--- config.mk ---
export PLATFORM = sky130hd
export DESIGN_NAME = operand_entry
export DESIGN_NICKNAME = d
export VERILOG_FILES = /design/src/rtl/operand_entry.sv
export SDC_FILE = /design/constraint.sdc
export NUM_CORES = 1
export LEC_CHECK = 0
export CAP_MARGIN = 20
export CORE_MARGIN = 8
export CORE_UTILIZATION = 57
export CTS_CLUSTER_DIAMETER = 50
export DETAILED_ROUTE_END_ITERATION = 7
export PLACE_DENSITY = 0.86
export SYNTH_ARGS = -nofsm -noshare
export SYNTH_HDL_FRONTEND = slang
export SYNTH_SLANG_ARGS = --single-unit
--- constraint.sdc ---
create_clock -name clk -period 4.4 [get_ports clk]
set_input_delay 0.88 -clock clk [delete_from_list [all_inputs] [get_ports clk]]
set_output_delay 0.88 -clock clk [all_outputs]
set_load 0.05 [all_outputs]
--- src/rtl/operand_entry.sv ---
// Operand entry for a two-operand calculator front end.
// Buttons edit one hex nibble at a time of operand A, then operand B; the pair
// is then offered downstream (valid) until ack returns the FSM to EDIT_A.
module operand_entry #(
   parameter int WIDTH  = 16,
   parameter int DIGITS = WIDTH / 4
) (
   input  logic                      clk,
   input  logic                      rst,
   input  logic                      btn_up,
   input  logic                      btn_down,
   input  logic                      btn_left,
   input  logic                      btn_right,
   input  logic                      btn_enter,
   input  logic                      clr,
   input  logic                      ack,
   output logic [WIDTH-1:0]          operand_a,
   output logic [WIDTH-1:0]          operand_b,
   output logic [$clog2(DIGITS)-1:0] digit_sel,
   output logic                      edit_b,
   output logic                      valid
);

   localparam int SELW = $clog2(DIGITS);

   typedef enum logic [1:0] {
      EDIT_A = 2'd0,
      EDIT_B = 2'd1,
      OFFER  = 2'd2
   } state_t;

   state_t            state_q, state_d;
   logic [WIDTH-1:0]  a_q, a_d;
   logic [WIDTH-1:0]  b_q, b_d;
   logic [SELW-1:0]   sel_q, sel_d;

   logic [WIDTH-1:0]  active;
   logic [WIDTH-1:0]  edited;
   logic [3:0]        nib;
   logic [SELW-1:0]   sel_moved;

   // Nibble edit and digit move of the operand being edited (pre-move digit_sel)
   always_comb begin
      active    = (state_q == EDIT_B) ? b_q : a_q;
      edited    = active;
      nib       = '0;
      sel_moved = sel_q;
      for (int unsigned i = 0; i < DIGITS; i++) begin
         if (SELW'(i) == sel_q) begin
            nib = active[i*4 +: 4];
            if (btn_up && !btn_down)
               nib = nib + 4'd1;
            else if (btn_down && !btn_up)
               nib = nib - 4'd1;
            edited[i*4 +: 4] = nib;
         end
      end
      // DIGITS need not be a power of two, so wrap explicitly
      if (btn_left && !btn_right)
         sel_moved = (sel_q == SELW'(DIGITS - 1)) ? '0 : sel_q + 1'b1;
      else if (btn_right && !btn_left)
         sel_moved = (sel_q == '0) ? SELW'(DIGITS - 1) : sel_q - 1'b1;
   end

   // Next-state: enter beats clr, clr beats nibble edit + digit move
   always_comb begin
      state_d = state_q;
      a_d     = a_q;
      b_d     = b_q;
      sel_d   = sel_q;
      case (state_q)
         EDIT_A, EDIT_B: begin
            if (btn_enter) begin
               state_d = (state_q == EDIT_A) ? EDIT_B : OFFER;
               sel_d   = '0;
            end else if (clr) begin
               if (state_q == EDIT_B) b_d = '0;
               else                   a_d = '0;
               sel_d = '0;
            end else begin
               if (state_q == EDIT_B) b_d = edited;
               else                   a_d = edited;
               sel_d = sel_moved;
            end
         end
         OFFER: begin
            if (ack) state_d = EDIT_A;
         end
         default: state_d = EDIT_A;
      endcase
   end

   // State and operand registers, cleared asynchronously
   always_ff @(posedge clk or posedge rst) begin
      if (rst) begin
         state_q <= EDIT_A;
         a_q     <= '0;
         b_q     <= '0;
         sel_q   <= '0;
      end else begin
         state_q <= state_d;
         a_q     <= a_d;
         b_q     <= b_d;
         sel_q   <= sel_d;
      end
   end

   assign operand_a = a_q;
   assign operand_b = b_q;
   assign digit_sel = sel_q;
   assign edit_b    = (state_q == EDIT_B);
   assign valid     = (state_q == OFFER);

endmodule

* After elaboration in Yosys (flattened, before gate mapping) *
Cells that the tools add are included.

storage, ports and cells
  word-level logic and storage cells = 69
  register bits after elaboration = 36
  latch bits = 0
  input bits = 9
  RAM bits = 0
  memories = 0
  output and inout port bits = 36
  bits in read-only memories = 0

cells by class
  muxes and demuxes = 29
  bitwise logic cells = 2
  shift-type cells = 0
  $add $sub $neg = 10
  equal/unequal tests = 8
  reductions and logical operators = 16
  divide/modulo/power cells = 0
  $mul = 0
  order comparisons = 0

operators with widths
  kind                                                 count
  2-to-1 mux 16 bit                                    7
  2-to-1 mux 4 bit                                     12
  2-to-1 mux 2 bit                                     9
  adder 4 x 1 -> 4 bit, second input constant          4
  subtractor 4 x 1 -> 4 bit, second input constant     4
  AND reduction 3 bit                                  2
  equality test 2 bit, first input constant            2
  equality test 2 bit, second input constant           2
  logical AND 1 bit                                    4
  logical NOT 1 bit                                    4
  logical NOT 2 bit                                    2
  inequality test 2 bit, second input constant         2
  one-hot mux 2 bit (2 select lines)                   1
  AND reduction 2 bit                                  2
  nonzero test 4 bit                                   1
  adder 2 x 1 -> 2 bit, second input constant          1
  equality test 1 x 2 -> 1 bit, first input constant   1
  equality test 2 x 1 -> 1 bit, second input constant  1
  NOT 1 bit                                            2
  OR reduction 2 bit                                   1
  subtractor 2 x 1 -> 2 bit, second input constant     1

* Depth between registers and ports, before layout *
  depth after elaboration = 8
  depth in mapped cells = 10
  mapped depth without buffers = 9

* Worst setup path before layout *
OpenSTA, ideal clock, no wires.

  path kind = input -> register
  from = input port btn_down
  to = register b_q[10], in the netlist operand_b[10]
  slack = 2.049 ns
  cell stages on the path = 7
  buffers on the path = 2
  data required time = 4.268 ns
  data arrival time = 2.219 ns
  setup time = 0.132 ns
  path through = clkbuf_1 > and2b_2 > clkbuf_1 > a22o_1 > and3_1 > o21ai_0 > o21ai_0

on the way
  longest elaborated chain between the ends = 6
  elaborated cells between the ends (all ways) = 8
  classes of those cells = 5 x mux; 3 x reduce/logical

ends and longest elaborated chain
  item                                                    RTL line  source
  start, declared                                         11        input logic btn_down,
  logical AND 1 bit or logical NOT 1 bit (tied branches)  53, 51
  2-to-1 mux 4 bit or logical AND 1 bit (tied branches)   53, 51
  2-to-1 mux 4 bit (*)                                    51        if (btn_up && !btn_down)
  2-to-1 mux 4 bit (*)                                    49        if (SELW'(i) == sel_q) begin
  2-to-1 mux 16 bit (*)                                   81        if (state_q == EDIT_B) b_d = edited;
  2-to-1 mux 16 bit (*)                                   76        end else if (clr) begin
  end signal, assigned                                    98        b_q <= '0;
  end signal, assigned                                    103       b_q <= b_d;
  end, declared                                           34        logic [WIDTH-1:0] b_q, b_d;

Every way passes the cells marked *; elsewhere a longest branch is shown, timed or not. The select of a mux whose other input is x is not followed.
A chain may end at the register's enable or synchronous reset.

* Worst setup path after layout *
  from = register state_q[1]
  to = output port edit_b

on the way
  longest elaborated chain between the ends = 1

ends and longest elaborated chain
  item                          RTL line  source
  start, declared               32        state_t state_q, state_d;
  start signal, assigned        101       state_q <= state_d;
  equality test 2 x 1 -> 1 bit  111       assign edit_b = (state_q == EDIT_B);
  end, declared                 20        output logic edit_b,

Every way passes these cells.

==> impl_metrics.tcl <==
set metrics [dict create \
    clk_pin_slew_ps 70 \
    r2r_start "state_q[1]" \
    cts_resized 0 \
    min_period_over_period_pct 70.2 \
    routabilityCongestion 0.904 \
    wl_um 5810 \
    syn2layout_area_growth_pct 21.3 \
    seq_area_frac_synth_pct 37.2 \
    avgRoutedWirePerCell_um 16.2 \
    dieArea_mm2 0.00658 \
    startpoint "state_q[1]" \
    setup_viol_count_final 0 \
    numCtsBuffers 5 \
    r2r_slack_ps 1620 \
    syn_area_per_cell_um2 8.99 \
    fin_tns_setup_ps 0 \
    grt_usage_pct 18.5 \
    regArea_um2 901 \
    insertion_delay_ps 290 \
    die-height_um 81.1 \
    ys_types 46 \
    drive_above_1_share_pct 10.1 \
    tightest_slew_ps 915 \
    rsz0062_at_grt "false" \
    syn_nets 291 \
    multi_input_area_mm2 0.00137 \
    synth_most_common_cell "nand2_1" \
    placed_area_mm2 0.00284 \
    endpoint "edit_b" \
    antenna_found_initial 0 \
    syn_inst 269 \
    drt_iter0_drc 130 \
    power_density_mw_per_mm2 706 \
    finalHoldViolCount 0 \
    h-tree-depth 2 \
    cts.sink_count 36 \
    crit_fanout 13 \
    synth_edf_count 0 \
    dp_hpwl_um 4230 \
    status "completed" \
    crit_required_ps 3520 \
    postLayoutCellArea_mm2 0.00293 \
    synth_area_leaders "dfrtp_1 37%, ha_1 6.7%, o21ai_0 6.6%, nand2_1 5.9%, mux2i_1 4.1%" \
    grt_pass1_vias 1941 \
    dp_cells 350 \
    clk_root_buffer_cell "clkbuf_8" \
    synth.yosys.warnings 0 \
    initial_core_util_pct 59.6 \
    synth_ff_type "dfrtp_1" \
    fmax_mhz 324 \
    crit_path_start_kind "flip-flop" \
    cp.arrival_ps 2210 \
    max-cap-violations 0 \
    r2r_end "operand_b[14]" \
    min_period_ps 3090 \
    synth.largest_area_cell "dfrtp_1" \
    viasPerCell 5.91 \
    ys_ff_latch 36 \
    synth_common_cells "38 x nand2_1, 36 x dfrtp_1, 32 x o21ai_0, 15 x inv_1, 13 x ha_1" \
    slew_headroom_pct 38.5 \
    dr.pass1.iters 4 \
    finalNonFillerCells 358 \
    fillers 314 \
    holdWs_ps 514 \
    vias 2117 \
    postRouteAntennaNets 0 \
    p_leak_nw 1.28 \
    holdBufCountCts 0 \
    cts_buffer_depth 2 \
    rows 23 \
    async_flop_share_pct 100 \
    ff2ff_path_depth 9 \
    synth_top_area_share_pct 37.2 \
    final_core_util_pct 72.3 \
    crit_path_end_kind "output port" \
    critPathKind "reg -> out" \
    numPortBuffers 44 \
    post-cts-setup-buffers 0 \
    peakVddDrop_mv 0.395 \
    hp-class "reg -> reg" \
    syn_area_mm2 0.00242 \
    overflow 0 \
    final_nets 329 \
    io_pins 45 \
    grt_pass1_wl_um 9610 \
    clock_skew_ps 5.41 \
    die_w_um 81.1 \
    grt_max_degree 37 \
    cts_tree "yes" \
    post-route-drc-count 0 \
    core_mm2 0.00406 \
    antenna_cells 0 \
    slew_violations 0 \
]
[critical path, stage by stage (launching register included)]
cell	delay, ps
dfrtp_1	450
nand2b_4	260
inv_2	320
clkdlybuf4s50_1	880
[per-stage QoR]
step	total power, mW	setup slack (ps)
2_1_floorplan	1.49	2050
3_3_place_gp	1.81	1370
3_5_place_dp	1.84	1310
4_1_cts	2.09	1310
5_1_grt	2.20	1240
6_report	2.07	1310
[cell families (layout without fill, tap and decap cells)]
group                      count (synthesis)  after routing  synth area share, %
xor gates and xnor gates                   6              6                 2.17
buffers and inverters                     32             71                 6.31
and+or+nand+nor                           92             92                 20.5
muxes                                     13             13                 6.00
AOI/OAI and AO/OA                         77             77                 21.1
DFF                                       36             36                 37.2
adders and majority gates                 13             13                 6.73
[power by group]
part | switching [mW] | internal, mW | total (mW)
Combinational | 0.838 | 0.452 | 1.29
Clock | 0.112 | 0.128 | 0.240
Sequential | 0.103 | 0.439 | 0.542
Total | 1.05 | 1.02 | 2.07
[layer usage]
metal | GRT usage, % | up-vias | share of wire, %
li1 | - | 1041 | -
met1 | 24.8 | 1015 | 47
met2 | 28.1 | 52 | 46
met3 | 4.19 | 9 | 5.4
met4 | 7.86 | 0 | 1.9
met5 | 0 | - | 0
[final cells by class]
cell class                 count  share of cell area [%]
inverter                      18                    2.30
tap                           50                    2.13
sequential                    36                    30.7
clock buffer                   8                    3.07
multi-input combinational    201                    46.5
timing repair buffer          45                    15.3
[flip-flops by register name, summed over array words and instances (netlist names)]
register	count
operand_b	16
state_q	2
digit_sel	2
operand_a	16
[worst min-delay path by stage]
stage / startpoint / end / cells after the start
6_report: operand_b[0] / operand_b[0] / 2
5_1_grt: operand_a[6] / operand_a[6] / 2
4_1_cts: operand_a[14] / operand_a[14] / 2
3_5_place_dp: operand_b[12] / operand_b[12] / 2
3_3_place_gp: operand_a[8] / operand_a[8] / 2
2_1_floorplan: state_q[1] / state_q[0] / 1
[layout by cell type (no fill, tap or decap), types with 6 or more instances in the layout]
cell type        synthesis  routed
inv_1                   15      15
clkbuf_8                 0       6
a22o_1                   9       9
nand3_1                  8       8
nor2_1                   8       8
nand2_1                 38      38
a21oi_1                  7       7
a31oi_1                 11      11
mux2i_1                 10      10
o21ai_0                 32      32
ha_1                    13      13
clkdlybuf4s50_1          0      44
dfrtp_1                 36      36
Note: power is estimated with default switching activity, not from simulation.
